`config.mk`:
```
export PLATFORM = sky130hd
export DESIGN_NAME = imm_packer
export DESIGN_NICKNAME = d
export VERILOG_FILES = /design/src/rtl/types_pkg.sv /design/src/rtl/imm_width_select.sv /design/src/rtl/imm_packer.sv
export SDC_FILE = /design/constraint.sdc
export NUM_CORES = 1
export LEC_CHECK = 0
export ABC_CLOCK_PERIOD_IN_PS = 7800
export BUFFER_PORTS_ARGS = -buffer_cell sky130_fd_sc_hd__buf_2
export CAP_MARGIN = 20
export CORE_MARGIN = 4
export CORE_UTILIZATION = 55
export CTS_BUF_LIST = sky130_fd_sc_hd__clkbuf_2
export CTS_CLUSTER_SIZE = 24
export DETAILED_ROUTE_END_ITERATION = 7
export GPL_TIMING_DRIVEN = 0
export PLACE_DENSITY = 0.75
export SETUP_SLACK_MARGIN = 0.02
export SYNTH_ARGS = -nofsm -noshare
export SYNTH_HDL_FRONTEND = slang
export SYNTH_HIERARCHICAL = 1
export SYNTH_SLANG_ARGS = --single-unit
```
`constraint.sdc`:
```
create_clock -name clk -period 7.8 [get_ports clk]
set_input_delay 0.78 -clock clk [delete_from_list [all_inputs] [get_ports clk]]
set_output_delay 0.78 -clock clk [all_outputs]
set_load 0.05 [all_outputs]
```
`src/rtl/types_pkg.sv`:
```
// Shared types and constants for the immediate packer: width tags, packer
// state encoding and record lengths (payload + 2-bit tag).
package types_pkg;

    typedef enum logic [1:0] {
        NONE      = 2'b00,
        FOURBIT   = 2'b01,
        EIGHTBIT  = 2'b10,
        TWELVEBIT = 2'b11
    } sel_t;

    typedef enum logic {
        PACK  = 1'b0,
        FLUSH = 1'b1
    } pack_state_t;

    localparam logic [4:0] REC_LEN_4  = 5'd6;
    localparam logic [4:0] REC_LEN_8  = 5'd10;
    localparam logic [4:0] REC_LEN_12 = 5'd14;
    localparam logic [4:0] REC_LEN_16 = 5'd18;

    localparam int WORD_W = 16;
    localparam int BUF_W  = 34;
    localparam int REC_W  = 18;

endpackage

```
`src/rtl/imm_width_select.sv`:
```
// Picks the narrowest field (4/8/12/16 bits) that sign-extends back to the
// input value, and reports the resulting record length.
module imm_width_select
    import types_pkg::*;
(
    input  logic [15:0] in_value,
    output sel_t        sel,
    output logic [4:0]  rec_len
);

    // A field of width N fits when bits [15:N-1] are all copies of the sign bit.
    always_comb begin
        sel     = NONE;
        rec_len = REC_LEN_16;
        if ((&in_value[15:3]) || !(|in_value[15:3])) begin
            sel     = FOURBIT;
            rec_len = REC_LEN_4;
        end else if ((&in_value[15:7]) || !(|in_value[15:7])) begin
            sel     = EIGHTBIT;
            rec_len = REC_LEN_8;
        end else if ((&in_value[15:11]) || !(|in_value[15:11])) begin
            sel     = TWELVEBIT;
            rec_len = REC_LEN_12;
        end else begin
            sel     = NONE;
            rec_len = REC_LEN_16;
        end
    end

endmodule

```
`src/rtl/imm_packer.sv`:
```
// Streaming immediate compressor: packs {payload, tag} records LSB-first into
// 16-bit words, with a flush that zero-pads the residual bits to a word.
module imm_packer
    import types_pkg::*;
(
    input  logic        clk,
    input  logic        rst_n,
    input  logic        in_valid,
    output logic        in_ready,
    input  logic [15:0] in_value,
    input  logic        flush,
    output logic        busy,
    output logic        out_valid,
    input  logic        out_ready,
    output logic [15:0] out_data
);

    sel_t              sel_s;
    logic [4:0]        rec_len_s;
    logic [REC_W-1:0]  rec_s;
    logic [BUF_W-1:0]  rec_ext_s;

    pack_state_t       state_r, state_n_s;
    logic [BUF_W-1:0]  buf_r, buf_n_s;
    logic [5:0]        cnt_r, cnt_n_s;
    logic              out_valid_r, out_valid_n_s;
    logic [15:0]       out_data_r, out_data_n_s;
    logic              ready_en_r;
    logic              out_free_s;
    logic              accept_s;
    logic              in_ready_s;

    imm_width_select u_width_select (
        .in_value (in_value),
        .sel      (sel_s),
        .rec_len  (rec_len_s)
    );

    // Assemble the record with the payload truncated to the selected field.
    always_comb begin
        rec_s = {REC_W{1'b0}};
        case (sel_s)
            FOURBIT:   rec_s = {12'd0, in_value[3:0],  2'(FOURBIT)};
            EIGHTBIT:  rec_s = {8'd0,  in_value[7:0],  2'(EIGHTBIT)};
            TWELVEBIT: rec_s = {4'd0,  in_value[11:0], 2'(TWELVEBIT)};
            NONE:      rec_s = {in_value[15:0], 2'(NONE)};
            default:   rec_s = {REC_W{1'b0}};
        endcase
    end

    assign rec_ext_s  = {{(BUF_W-REC_W){1'b0}}, rec_s};
    // ready_en_r keeps in_ready low while reset is asserted.
    assign in_ready_s = ready_en_r && (state_r == PACK) && (cnt_r < 6'd16);
    assign accept_s   = in_valid && in_ready_s;
    assign out_free_s = !out_valid_r || out_ready;

    // Next-state logic: accept, word emission and flush sequencing.
    always_comb begin
        state_n_s     = state_r;
        buf_n_s       = buf_r;
        cnt_n_s       = cnt_r;
        out_valid_n_s = out_valid_r && !out_ready;
        out_data_n_s  = out_data_r;
        case (state_r)
            PACK: begin
                if (accept_s) begin
                    buf_n_s = buf_r | (rec_ext_s << cnt_r);
                    cnt_n_s = cnt_r + {1'b0, rec_len_s};
                end else if (out_free_s && (cnt_r >= 6'd16)) begin
                    out_data_n_s  = buf_r[15:0];
                    out_valid_n_s = 1'b1;
                    buf_n_s       = buf_r >> 16;
                    cnt_n_s       = cnt_r - 6'd16;
                end else begin
                    buf_n_s = buf_r;
                end
                if (flush) begin
                    state_n_s = FLUSH;
                end else begin
                    state_n_s = PACK;
                end
            end
            FLUSH: begin
                if (cnt_r >= 6'd16) begin
                    if (out_free_s) begin
                        out_data_n_s  = buf_r[15:0];
                        out_valid_n_s = 1'b1;
                        buf_n_s       = buf_r >> 16;
                        cnt_n_s       = cnt_r - 6'd16;
                    end else begin
                        buf_n_s = buf_r;
                    end
                end else if (cnt_r == 6'd0) begin
                    state_n_s = PACK;
                end else if (out_free_s) begin
                    // Bits above cnt are always zero, so this is the padded word.
                    out_data_n_s  = buf_r[15:0];
                    out_valid_n_s = 1'b1;
                    buf_n_s       = {BUF_W{1'b0}};
                    cnt_n_s       = 6'd0;
                    state_n_s     = PACK;
                end else begin
                    state_n_s = FLUSH;
                end
            end
            default: begin
                state_n_s = PACK;
            end
        endcase
    end

    // State, buffer and output registers.
    always_ff @(posedge clk or negedge rst_n) begin
        if (!rst_n) begin
            state_r     <= PACK;
            buf_r       <= {BUF_W{1'b0}};
            cnt_r       <= 6'd0;
            out_valid_r <= 1'b0;
            out_data_r  <= 16'd0;
            ready_en_r  <= 1'b0;
        end else begin
            state_r     <= state_n_s;
            buf_r       <= buf_n_s;
            cnt_r       <= cnt_n_s;
            out_valid_r <= out_valid_n_s;
            out_data_r  <= out_data_n_s;
            ready_en_r  <= 1'b1;
        end
    end

    assign in_ready  = in_ready_s;
    assign busy      = (state_r == FLUSH);
    assign out_valid = out_valid_r;
    assign out_data  = out_data_r;

endmodule

```
==> reports/results.txt, run 1 <==
After clock tree synthesis, the clock-pin slew on the worst setup and hold paths is 200 ps. For this run, design rule violations remaining after detail routing come to 0. At the end of the flow the core is filled with cells to 63.6%.

The synthesized instance count came out at 481. The flow ran to the end, and the final reports show no timing, DRC or antenna violations. Dividing the detail-routed wire length by the instance count gives 19.7 microns. The iteration count of the initial detailed-routing pass was 8; the fmax was 0.296 GHz.

The die covers 8950 sq um. Counting I/O delays and the setup requirement, the final critical path takes 3380 ps. The logs give 8230 ps for the worst path required time and 20,100 microns for the global-route wire length before repair. The fraction of layout cells with a size suffix above 1 was 18.8%. The proportion of synthesized flip-flops having asynchronous set or reset came out at 100%.

The share of total power dissipated in sequential elements is 25.2%. The run gives 2 as the worst-case clock buffer depth. The die is 94.6 microns tall. The synthesized design contains 0 enable-type register cells. The run gives 12.9% as the clock group share of total power. Reg-to-reg endpoint: out_data[15].

Summing over every cut layer, the via total after detailed routing is 4,024. The via count of the first global-routing pass is 3,865. For the worst flop-to-flop path, the logic depth is 9. The run gives 0.000874 W as the cell internal power dissipation. The count of pins over their slew limit came out at 0. The final weighted congestion in routability-driven placement is 0.955, and the maximum level of the CTS H-tree is 3. The number of different library cells used by synthesis comes to 73. Synthesis produced a netlist with a net count of 512. Setup repair after global routing left no endpoint under its margin. Dividing total power by cell area gives a power density of 401 nW/um^2. The total of flip-flops plus latches after synthesis is 59. The number of max-cap violations came out at 0. At the end of the flow, the number of nets in the layout was 563. In this run, the combinational gates consume 61.9% of the power.

The total power of the final layout is 0.00185 W. The per-cell via count in the routed design is 6.33, and the total of warnings raised by yosys is 6. Of all nets on the critical path, the largest fanout is 10.

The run gives 56.9% as the initial core utilization. The root buffer cell chosen for the clock tree is clkbuf_2. For the pin with the worst max-slew slack, the measured transition is 1070 ps. The worst setup path is of the input pin to flop kind. Area added between synthesis and finish: 11.7%. The tools report the startpoint of the worst-slack reg-to-reg timing path as cnt_r[4]. The capturing element of the worst setup path is buf_r[32]. In this run the static leakage power is 2.13 nW. The number of antenna diodes in the final layout is 0.

Entering global routing, the biggest net connects 34 pins. The kind of start point of the critical path was an input pin. Of the available clock period, the critical path in the final layout requires 43.3%. The tools report the arrival time of data at the critical path endpoint as 3810 ps. The tree built by TritonCTS fans out to 59 sinks. Fraction of power spent switching nets: 52.7%. The run gives 540 ps as the clock insertion delay at the later pin of the skew report. The aggregate global routing overflow was 0; the number of CTS-inserted buffers was 9. The initial antenna violation count was 0. The smallest hold slack is 298 ps, and the internal reg-to-reg setup slack is 4650 ps. The origin of the worst setup path was in_value[11].

TritonCTS built the clock tree. The run gives 27.9 ps as the setup clock skew after layout. Most instantiated flip-flop cell in the synthesis netlist: dfrtp_1. The number of nets still failing antenna checks after routing came out at 0.

The worst setup path is captured at a flop. Setup violations remaining at the end of the flow were counted as 0. After floorplanning, the core was divided into 31 placement rows.

The run gives 7250 sq um as the core box area. The initial DRC count is 422. Summed over all nets, the switching power comes to 0.000973 W. Hold repair after CTS inserted 0 buffers.

The average cell area after synthesis works out to 8.58 sq um. The cell area after synthesis was 4130 sq um. VDD sags by at most 0.000248 V. The accumulated negative setup slack came out at 0 ps.

The run gives 0 as the setup fix buffers added after clock tree synthesis. Hold violation count in the final report: 0. The count of buffers from port buffering works out to 39.

Post-CTS repair changed the size of 0 cells. Sequential area share after synthesis: 35.8%. The all-layer global routing usage is 29.5%, and the routed wire length is 12,500 microns. For the normalized max-slew margin, the log shows 28.1%. The run gives 40 as the total I/O pin count. The min-delay analysis places its worst path in the category input pin to async pin. The HPWL after detailed placement is 9290 microns, and the fill cell instance count of the final layout is 693.

The die is 94.6 microns wide.
[critical path, cell delays in order]
cell and delay [ps]:
buf_2 120, nor4_1 440, mux2i_1 200, a311oi_1 370, buf_4 170, buf_2 210
xnor2_1 190, a22oi_1 280, nand2_1 90, mux2_2 340, mux2_2 280, a221o_1 320
[cells in the mapped netlist (2+ instances only)]
master,number,share of area [%]
and4_1,2,0.42
buf_1,3,0.27
o31ai_1,3,0.55
a32oi_1,4,0.85
buf_6,5,1.4
buf_2,9,1.1
o21ai_0,32,3.9
o2bb2ai_1,7,1.5
a21oi_1,30,3.6
a22o_1,4,0.85
nor2b_1,4,0.61
a222oi_1,2,0.49
or2_2,3,0.46
mux2_2,11,3.0
a311oi_1,3,0.64
a221oi_1,3,0.64
xnor2_1,3,0.64
inv_1,9,0.82
a211oi_1,4,0.73
nor3_1,17,2.1
a211o_1,3,0.64
nor2_1,31,2.8
nand4_1,2,0.30
clkbuf_1,18,1.6
dfrtp_1,59,36
nand3_1,8,0.97
nor4b_1,2,0.42
and3_1,2,0.30
a21o_1,5,0.91
a31oi_1,10,1.5
conb_1,3,0.27
buf_4,6,1.1
mux2i_1,21,5.1
o211ai_1,3,0.55
nand2b_1,10,1.5
a22oi_1,9,1.6
nand2_1,79,7.2
mux4_2,2,1.1
ha_1,9,2.7
a221o_1,3,0.73
o2111ai_1,2,0.42
nor4_1,4,0.61
o22ai_1,2,0.30
[layer usage]
| layer | global-route usage, % | vias to the layer above | share of wire [%] |
|---|---|---|---|
| met5 | 0 | - | 0 |
| met4 | 9.98 | 0 | 3.4 |
| met3 | 6.69 | 48 | 9.2 |
| met2 | 44.9 | 209 | 45 |
| met1 | 41.3 | 1907 | 42 |
| li1 | - | 1860 | - |
[cells by family after synthesis]
logic type                 count (synthesis)  share of synthesized area [%]
DFF                                       59                           35.8
muxes                                     35                           9.52
other                                      3                          0.273
AOI/OAI and AO/OA                        142                           23.7
buffers and inverters                     52                           6.46
xor gates and xnor gates                   3                          0.637
adders and majority gates                 10                           3.22
and+or+nand+nor                          177                           20.4
[stage by stage]
stage                     setup slack [ps]  cells  instance area, sq um
final                                 4420    636                  4610
after global routing                  4260    636                  4610
after CTS                             4460    636                  4610
after detailed placement              3950    620                  4460
after global placement                3960    619                  4440
after floorplan                       4520    481                  4130
[layout by cell type (no fill, tap or decap), types with 8 or more instances in the layout]
master	n
a21oi_1	30
a22oi_1	9
a31oi_1	10
buf_2	48
clkbuf_1	18
clkbuf_2	9
dfrtp_1	59
ha_1	9
inv_1	9
mux2_2	11
mux2i_1	21
nand2_1	79
nand2b_1	10
nand3_1	8
nor2_1	31
nor3_1	17
o21ai_0	32
[sequential cells by signal, summed over array words and instances (netlist names)]
name and cells:
out_valid 1, busy 1, ready_en_r 1, out_data 16
buf_r 34, cnt_r 6
[power by group through the flow]
stage | combinational, W | sequential (W) | clock (W)
after floorplan | 0.000700 | 0.000568 | 0
final | 0.00114 | 0.000465 | 0.000238
after CTS | 0.00112 | 0.000464 | 0.000237
after detailed placement | 0.00111 | 0.000471 | 0
after global placement | 0.00110 | 0.000467 | 0
after global routing | 0.00123 | 0.000477 | 0.000250
[how the worst min path moves through the flow]
| stage | from | to | cells past startpoint |
|---|---|---|---|
| after global routing | rst_n | buf_r[14] | 1 |
| after global placement | buf_r[1] | out_data[1] | 2 |
| final | rst_n | buf_r[24] | 1 |
| after detailed placement | buf_r[4] | out_data[4] | 2 |
| after CTS | rst_n | buf_r[18] | 1 |
| after floorplan | buf_r[0] | out_data[0] | 2 |
[final cells by class]
class	instances	area [sq um]	share of cell area, %
buffer	41	225	4.89
clock buffer	9	45.0	0.977
clock inverter	7	100	2.17
inverter	11	41.3	0.896
multi-input combinational	370	2380	51.7
sequential	59	1480	32.0
tap	99	124	2.69
timing repair buffer	40	215	4.67
Power figures use the tool's default switching activity.
==> run 2, diff against run 1 <==
--- a/config.mk
+++ b/config.mk
@@ -5,7 +5,8 @@
 export SDC_FILE = /design/constraint.sdc
 export NUM_CORES = 1
 export LEC_CHECK = 0
-export ABC_CLOCK_PERIOD_IN_PS = 7800
+export ABC_AREA = 1
+export ABC_CLOCK_PERIOD_IN_PS = 3100
 export BUFFER_PORTS_ARGS = -buffer_cell sky130_fd_sc_hd__buf_2
 export CAP_MARGIN = 20
 export CORE_MARGIN = 4
@@ -14,7 +15,7 @@
 export CTS_CLUSTER_SIZE = 24
 export DETAILED_ROUTE_END_ITERATION = 7
 export GPL_TIMING_DRIVEN = 0
-export PLACE_DENSITY = 0.75
+export PLACE_DENSITY = 0.78
 export SETUP_SLACK_MARGIN = 0.02
 export SYNTH_ARGS = -nofsm -noshare
 export SYNTH_HDL_FRONTEND = slang
==> constraint.sdc (replaced) <==
create_clock -name clk -period 3.1 [get_ports clk]
set_input_delay 0.31 -clock clk [delete_from_list [all_inputs] [get_ports clk]]
set_output_delay 0.31 -clock clk [all_outputs]
set_load 0.05 [all_outputs]
==> run 2 against run 1 <==
Compared with the run above: worst hold slack got worse by 160 ps; utilization barely moved; sequential cell count did not move; sequential power rose to 2.6 times the previous value; combinational power rose to 3.1 times the previous value; largest power group unchanged; wire length rose by 6.4%; clock-buffer cell count did not move; first-iteration DRC count fell by 5.7%; critical path depth rose by 1; synthesized cell count rose by 31%.
==> reports/results.txt, run 2 <==
The run gives 6 as the total of warnings raised by yosys. In the final routing, the length of wire on met1 measures 5930 microns. The arrival time of data at the critical path endpoint is 3040 ps, and the mux contribution to synthesized area is 0%. The largest register by flop count was buf_r.

The congestion estimate from routability-driven global placement came to 0.942. The area growth from synthesis to layout is 11.2%. During placement, the flow inserted port buffers numbering 39. Measured along the x axis, the die boundary spans 98.1 microns.

The largest net degree at the start of global routing is 35. In the detailed route, the total length drawn on met3 is 932 microns. The tools report the origin of the worst setup path as cnt_r[4]. The synthesized-area fraction occupied by xor and xnor cells was 0.196%; the clock transition at the registers of the reported paths was 190 ps. The core box area is 7810 sq um.

In this run, synthesis inferred 0 flip-flops with an integrated enable. Class of the worst hold path: input pin to flop. Setup repair after global routing left no endpoint under its margin. The clock group share of total power is 10.9%. Sequential cells account for 23.2% of the total power. The HPWL after detailed placement is 10,500 microns, and the initial antenna violation count is 0.

The cell internal power dissipation is 0.00238 W, and the setup clock skew after layout is 17.4 ps. The final critical-path required period was 2630 ps. The net count of the mapped netlist came out at 663.

Count of buffering cells on the critical path with inverters included: 4. The critical path is of the flop to flop type. Cell accounting for the most synthesized area: dfrtp_1.

Once the clock tree was built, the setup fixing pass inserted 0 buffers. The logs give 0 for the number of max-cap violations and 4,602 for the vias after detailed routing. Post-CTS resize count: 0. Timing would allow up to 0.380 GHz. For this design, the sink count on the clock tree is 59.

For the aggregate global routing overflow, the log shows 0. The element type at the critical path end is a flop. The cell with the most instances after synthesis was nand2_1.

The tools report the unique cell type count in the Yosys netlist as 45. The kind of start point of the critical path is a flop. Setup violation total in the final timing report: 0. The clock passes through at most 2 buffers. The pre-antenna-repair detailed-routing pass consisted of 5 iterations. Summed over all nets, the switching power comes to 0.00292 W.

Row generation in the floorplan step produced 32 rows. The average cell area after synthesis came out at 7.06 sq um. For the detailed-routed wire length on met2, the log shows 6150 microns. The post-route netlist has 21.9% of its cells at a drive strength greater than 1. In this run the cell area of the synthesized design comes to 4460 sq um.

The hold violation count in the final report is 0, and the area fraction in compound gates after synthesis is 14.8%. In this run the most critical hold path is launched from out_ready. Traced cell by cell, the critical path runs through inv_1 -> buf_2 -> ha_1 -> nand2_1 -> nor2_4 -> nand2_1 -> clkinv_2 -> nand2_2 -> clkinv_1 -> nand3_1 -> nand2_1 -> nand2_1 -> a21oi_1. Synthesis handed over a netlist of 632 instances.

TritonCTS built the clock tree. The transition time at the pin with the least slew margin works out to 869 ps. Cell family with the largest share of critical-path delay: buffers and inverters. The logic gate share of total power was 65.9%; the normalized max-slew margin was 42.0%. Once the floorplan was initialized, standard cells occupied 57.1% of the core. The die covers 9610 sq um.

Net switching is 55.1% of the power. After synthesis the netlist holds a flip-flop and latch count of 59. The area share of the largest cell type after synthesis is 33.1%, and the fraction of the cycle the final worst path needs is 84.8%. Cells fill 63.5% of the core in the end. The routed design has 13,300 microns of wire.

The routed wire length per instance is 16.8 microns. The overall die height came out at 98.1 microns. By area, the combinational part of the netlist is dominated by simple AND/OR/NAND/NOR gates.

The cell repeated most along the worst path was nand2_1. Of the total synthesized cell area, the portion taken by full adders, half adders and majority gates is 2.97%. The tools report the worst path required time as 3510 ps. Clock latency on the worst-skew pair, taken at its later pin, is 490 ps.

The slowest stage of the critical path is the dfrtp_1 cell. The run gives 2.46 nW as the standby leakage power. The startpoint identified for the worst register-to-register timing path is cnt_r[4]. The tools report the total I/O pin count as 40. The global-route wire length before repair is 22,200 microns, and the delay of the slowest critical-path stage is 540 ps. After synthesis, the share of flip-flops with an asynchronous set or reset is 100%.

After synthesis, flip-flops and latches occupy 33.1% of the total area. TritonCTS created 9 clock buffers. Among all flip-flop cells after synthesis, the most frequent one is dfrtp_1. The count of pins over their slew limit came out at 0. The run gives 3 as the maximum level of the CTS H-tree. Across every metal layer, demand over resource in global routing totals 28.6%. The run finished with clean final reports.

The number of nets still failing antenna checks after routing was 0; the power per cell area was 1070 nW/um^2. In the final timing run, aggregate negative setup slack is 0 ps. The root buffer cell chosen for the clock tree is clkbuf_2. For flop-to-flop paths, the worst setup slack is 470 ps. The register with the most flip-flops in the layout has 34 of them.

In the routed design, unresolved DRC markers number 0. Along the worst path, the maximum fanout reaches 12. Yosys attributes the largest share of cell area to dfrtp_1, nand2_1, nand3_1. After the last flow step, the layout net total stands at 716.

The per-cell via count in the routed design came out at 5.81. VDD sags by at most 0.000624 V. The simple-gate share of the synthesized area was 38.1%.

Leaving out fill and tap cells, the most frequent cells in the layout are nand2_1, nand3_1, dfrtp_1. The via count of the first global-routing pass is 4,582. The leading cell type in the layout, fill and taps excluded is nand2_1. Signal routing reaches up to met4. Counting instances in the post-synthesis netlist gives the leading cell types as nand2_1, nand3_1, dfrtp_1. For this block, the initial DRC count from the detailed router was 398. The repair_antennas step left the layout with diodes totalling 0.
==> run 2: cell types whose count changed after synthesis, sizes merged, moves of 8 or more <==
| cell | previous run | this run |
|---|---|---|
| a21oi | 30 | 38 |
| nand2b | 10 | 0 |
| nor3 | 17 | 2 |
| mux2 | 11 | 0 |
| o21ai | 33 | 58 |
| inv | 10 | 60 |
| a31oi | 10 | 0 |
| clkbuf | 18 | 6 |
| mux2i | 22 | 0 |
| nand3 | 8 | 123 |
| nand2 | 80 | 180 |
==> run 2: kinds of logic after synthesis <==
logic type	count (synthesis)
simple gates	347
compound gates	116
buf+inv	96
flops	59
fa+ha+maj	10
other cells	3
xor+xnor	1
==> run 2: path summary, 6_finish.rpt <==
kind,cells past startpoint,to
min,4,out_valid
max in group asynchronous,3,buf_r[16]
max,13,buf_r[15]
min in group asynchronous,2,buf_r[20]
max reg2reg,13,buf_r[15]
min reg2reg,2,out_data[3]
==> run 2: worst reg2reg max path: cells and delay by family (launching register included) <==
kind	cells	cell delay [ps]
and+or+nand+nor	7	840
DFF	1	540
adders and majority gates	1	260
AOI/OAI and AO/OA	1	60
buffers and inverters	4	860
==> run 2: timing repair <==
action	CTS	global route
hold endpoints to repair	34	0
setup endpoints to repair	0	0
hold buffers	2	0
==> run 2: power groups by stage <==
stage / Combinational [W] / Sequential (W) / Clock [W]
6_report: 0.00349 / 0.00123 / 0.000579
2_1_floorplan: 0.00224 / 0.00153 / 0
5_1_grt: 0.00384 / 0.00127 / 0.000621
3_3_place_gp: 0.00337 / 0.00123 / 0
3_5_place_dp: 0.00343 / 0.00125 / 0
4_1_cts: 0.00344 / 0.00123 / 0.000581
==> run 2: stage by stage <==
step | hold slack, ps | setup WS [ps] | cells | area (sq um) | total power (W)
6_report | 135 | 470 | 792 | 4960 | 0.00530
3_5_place_dp | 457 | 524 | 774 | 4800 | 0.00467
5_1_grt | 136 | 238 | 792 | 4960 | 0.00573
3_3_place_gp | 469 | 583 | 773 | 4780 | 0.00459
4_1_cts | 114 | 511 | 792 | 4960 | 0.00525
2_1_floorplan | 14.4 | 797 | 632 | 4460 | 0.00377
==> run 2: per-layer routing <==
| layer | track usage [%] | vias to the layer above |
|---|---|---|
| met4 | 8.95 | 0 |
| met2 | 45.1 | 166 |
| met3 | 5.64 | 33 |
| met1 | 39.7 | 2198 |
| met5 | 0 | - |
| li1 | - | 2205 |
==> run 2: layout make-up <==
type	count	area (sq um)
Multi-Input combinational cell	477	2510
Tap cell	102	128
Clock inverter	7	91.3
Sequential cell	59	1480
Timing Repair Buffer	42	235
Clock buffer	9	45.0
Fill cell	753	2850
Inverter	62	239
Buffer	34	234
==> run 3, diff against run 2 <==
--- a/config.mk
+++ b/config.mk
@@ -6,7 +6,7 @@
 export NUM_CORES = 1
 export LEC_CHECK = 0
 export ABC_AREA = 1
-export ABC_CLOCK_PERIOD_IN_PS = 3100
+export ABC_CLOCK_PERIOD_IN_PS = 2520
 export BUFFER_PORTS_ARGS = -buffer_cell sky130_fd_sc_hd__buf_2
 export CAP_MARGIN = 20
 export CORE_MARGIN = 4
@@ -15,7 +15,7 @@
 export CTS_CLUSTER_SIZE = 24
 export DETAILED_ROUTE_END_ITERATION = 7
 export GPL_TIMING_DRIVEN = 0
-export PLACE_DENSITY = 0.78
+export PLACE_DENSITY = 0.75
 export SETUP_SLACK_MARGIN = 0.02
 export SYNTH_ARGS = -nofsm -noshare
 export SYNTH_HDL_FRONTEND = slang
==> constraint.sdc (replaced) <==
create_clock -name clk -period 2.52 [get_ports clk]
set_input_delay 0.252 -clock clk [delete_from_list [all_inputs] [get_ports clk]]
set_output_delay 0.252 -clock clk [all_outputs]
set_load 0.05 [all_outputs]
==> run 3 against run 2 <==
Compared with the run above: cell count stayed put; clock-buffer cell count rose by 1; via count rose by 0.20%; worst hold slack worse by 58 ps; largest power group unchanged.
==> reports/results.txt, run 3 (same netlist as run 2, synthesis figures left out) <==
0 antenna diodes ended up in the layout. Routed wire length: 13,200 microns. The flow ran to the end, and the final reports show no timing, DRC or antenna violations. TritonCTS built the clock tree. After detailed routing, the number of vias per cell comes to 5.82. The logs give 49.1% for the normalized max-slew margin and 31 for the largest net degree at the start of global routing.

The first global-routing pass estimated 21,800 microns of wire. The logs give 4,611 for the vias after detailed routing and 76.9 ps for the smallest hold slack. Setup repair after global routing left no endpoint under its margin. The run gives 57.1% as the initial core utilization. The pre-antenna-repair detailed-routing pass consisted of 6 iterations. Fraction of the cycle the final worst path needs: 91.7%.

Sequential cells account for 23.6% of the total power. The startpoint of the worst-slack reg-to-reg timing path is cnt_r[4]. The element type at the critical path end was a flop. In this run, placement finished with an instance count of 774.

The number of flip-flops in the largest register works out to 34. The hold violation count in the final report was 0; the via count of the first global-routing pass was 4,493. The count of pins over their slew limit is 0. Cells fill 63.3% of the core in the end.

The aggregate global routing overflow is 0, and the count of buffers from port buffering is 39. In this run the most critical hold path is launched from out_ready. From left edge to right edge, the die measures 98.1 microns. The largest register by flop count was buf_r. The number of nets still failing antenna checks after routing was 0; the setup violation total in the final timing report was 0. 40 I/O pins were placed. The internal reg-to-reg setup slack is 210 ps. The tools report the reg-to-reg endpoint as buf_r[0]. For this run, the total global-route usage over all layers was measured as 28.1%. The worst path required time was 2920 ps. Dividing the detail-routed wire length by the instance count gives 16.7 microns.

The power per cell area works out to 1290 nW/um^2. The floorplan step defined a core boundary enclosing 7810 sq um. Counting the buffers created by CTS gives 9. The first routing iteration left 374 violations.

In the routed design, unresolved DRC markers number 0. The run gives 0.000803 V as the worst supply voltage drop on vdd. The total power of the final layout was 0.00640 W; the clock group share of total power was 9.4%.

The net switching power was 0.00355 W; the overall die height was 98.1 microns. The hold path depth is 4, and the final weighted congestion in routability-driven placement is 0.972. The worst hold path terminates at out_valid. The tool flagged a number of max-cap violations equal to 0. Kind of start point of the critical path: a flop. Logic gate share of total power: 67.1%. For the worst-case clock buffer depth, the log shows 2. The H-tree was split into 3 levels. The depth of the worst register-to-register path was 13. For the total number of placement rows, the log shows 32. Once routing completed, OpenROAD measured the worst setup slack at 209 ps. Leaving out fill and tap cells, the most frequent cell in the layout is nand2_1. The tree is rooted in a clkbuf_2.

In this run the worst path has a maximum fanout of 12. The area added between synthesis and finish was 10.9%. Internal power comes to 0.00285 W.

The fraction of layout cells with a size suffix above 1 came out at 22.3%. Before CTS, the worst setup slack after placement is -34.3 ps. For the fmax, the log shows 0.433 GHz.

The library cells used most frequently in the layout, excluding fill and tap cells, are nand2_1, nand3_1, dfrtp_1. The worst path in the final design needs a cycle of 2310 ps, including I/O delays and setup. The run gives 34.5 ps as the setup clock skew after layout. For this design the static power due to leakage is 2.46 nW. The logs give 2710 ps for the arrival time of data at the critical path endpoint and 716 for the net count reported at finish.

The tightest min-delay check is of the input pin to flop type. Clock-pin slew was measured on the worst setup and hold paths at 180 ps. Net switching is 55.5% of the power.

After legalization and detailed placement, the total HPWL measured 10,400 microns. The initial antenna violation count was 0. The critical path is of the flop to flop type. For the die footprint, the log shows 9610 sq um.

The layout has 721 filler cells. After the flow finishes, the layout carries non-filler instances totaling 792. For this design, the sink count on the clock tree is 59. The transition time at the pin with the least slew margin was 764 ps. Clock insertion delay at the later pin of the skew report: 510 ps.
-- run 3: repair_timing --
action / in CTS / in global routing
setup endpoints to repair: 6 / 57
setup buffers: 0 / 0
hold buffers: 2 / 0
hold endpoints to repair: 30 / 0
gates resized for setup: 2 / 7
-- run 3: power by group through the flow --
stage               registers, W  logic, W  clock network [W]
floorplan                0.00188   0.00275                  0
global placement         0.00151   0.00412                  0
detailed placement       0.00153   0.00420                  0
CTS                      0.00150   0.00422           0.000603
global route             0.00155   0.00471           0.000653
finish                   0.00151   0.00429           0.000600
-- run 3: worst max-delay path by stage --
stage                  start        end  slack [ps]
floorplan           cnt_r[4]   buf_r[6]         220
global placement    cnt_r[4]   buf_r[0]          -1
detailed placement  cnt_r[4]   buf_r[0]         -30
CTS                 cnt_r[4]   buf_r[0]          10
global route        cnt_r[5]  buf_r[14]          40
finish              cnt_r[4]   buf_r[0]         210
-- run 3: layout make-up --
cell class	instances	area (sq um)	area share (%)
multi-input combinational	477	2510	50.8
sequential	59	1480	29.9
buffer	34	245	4.96
inverter	62	240	4.86
timing repair buffer	42	235	4.76
tap	102	128	2.58
clock inverter	6	56.3	1.14
clock buffer	10	50.0	1.01
-- run 3: critical path, cell delays in order, from the launching register on --
cell and delay, ps:
dfrtp_2 510, inv_2 120, buf_6 170, ha_1 210
nand2_1 100, nor2_4 80, nand2_1 70, clkinv_2 130
nor2_2 90, nor2_8 210, nand2_4 110, inv_2 130
buf_6 170, o22ai_1 90
-- run 3: per-stage QoR --
step           setup TNS (ps)  instance area, sq um
6_report                    0                  4950
5_1_grt                     0                  4950
4_1_cts                     0                  4930
3_5_place_dp            -62.1                  4800
3_3_place_gp            -1.37                  4780
2_1_floorplan               0                  4460
-- run 3: metal layers --
metal | track usage, % | routed length (microns) | share of wire (%) | vias up
li1 | - | - | - | 2208
met1 | 38.8 | 5810 | 44 | 2204
met2 | 45.6 | 6170 | 47 | 172
met3 | 5.00 | 1040 | 7.9 | 27
met4 | 7.35 | 187 | 1.4 | 0
met5 | 0 | 0 | 0 | -
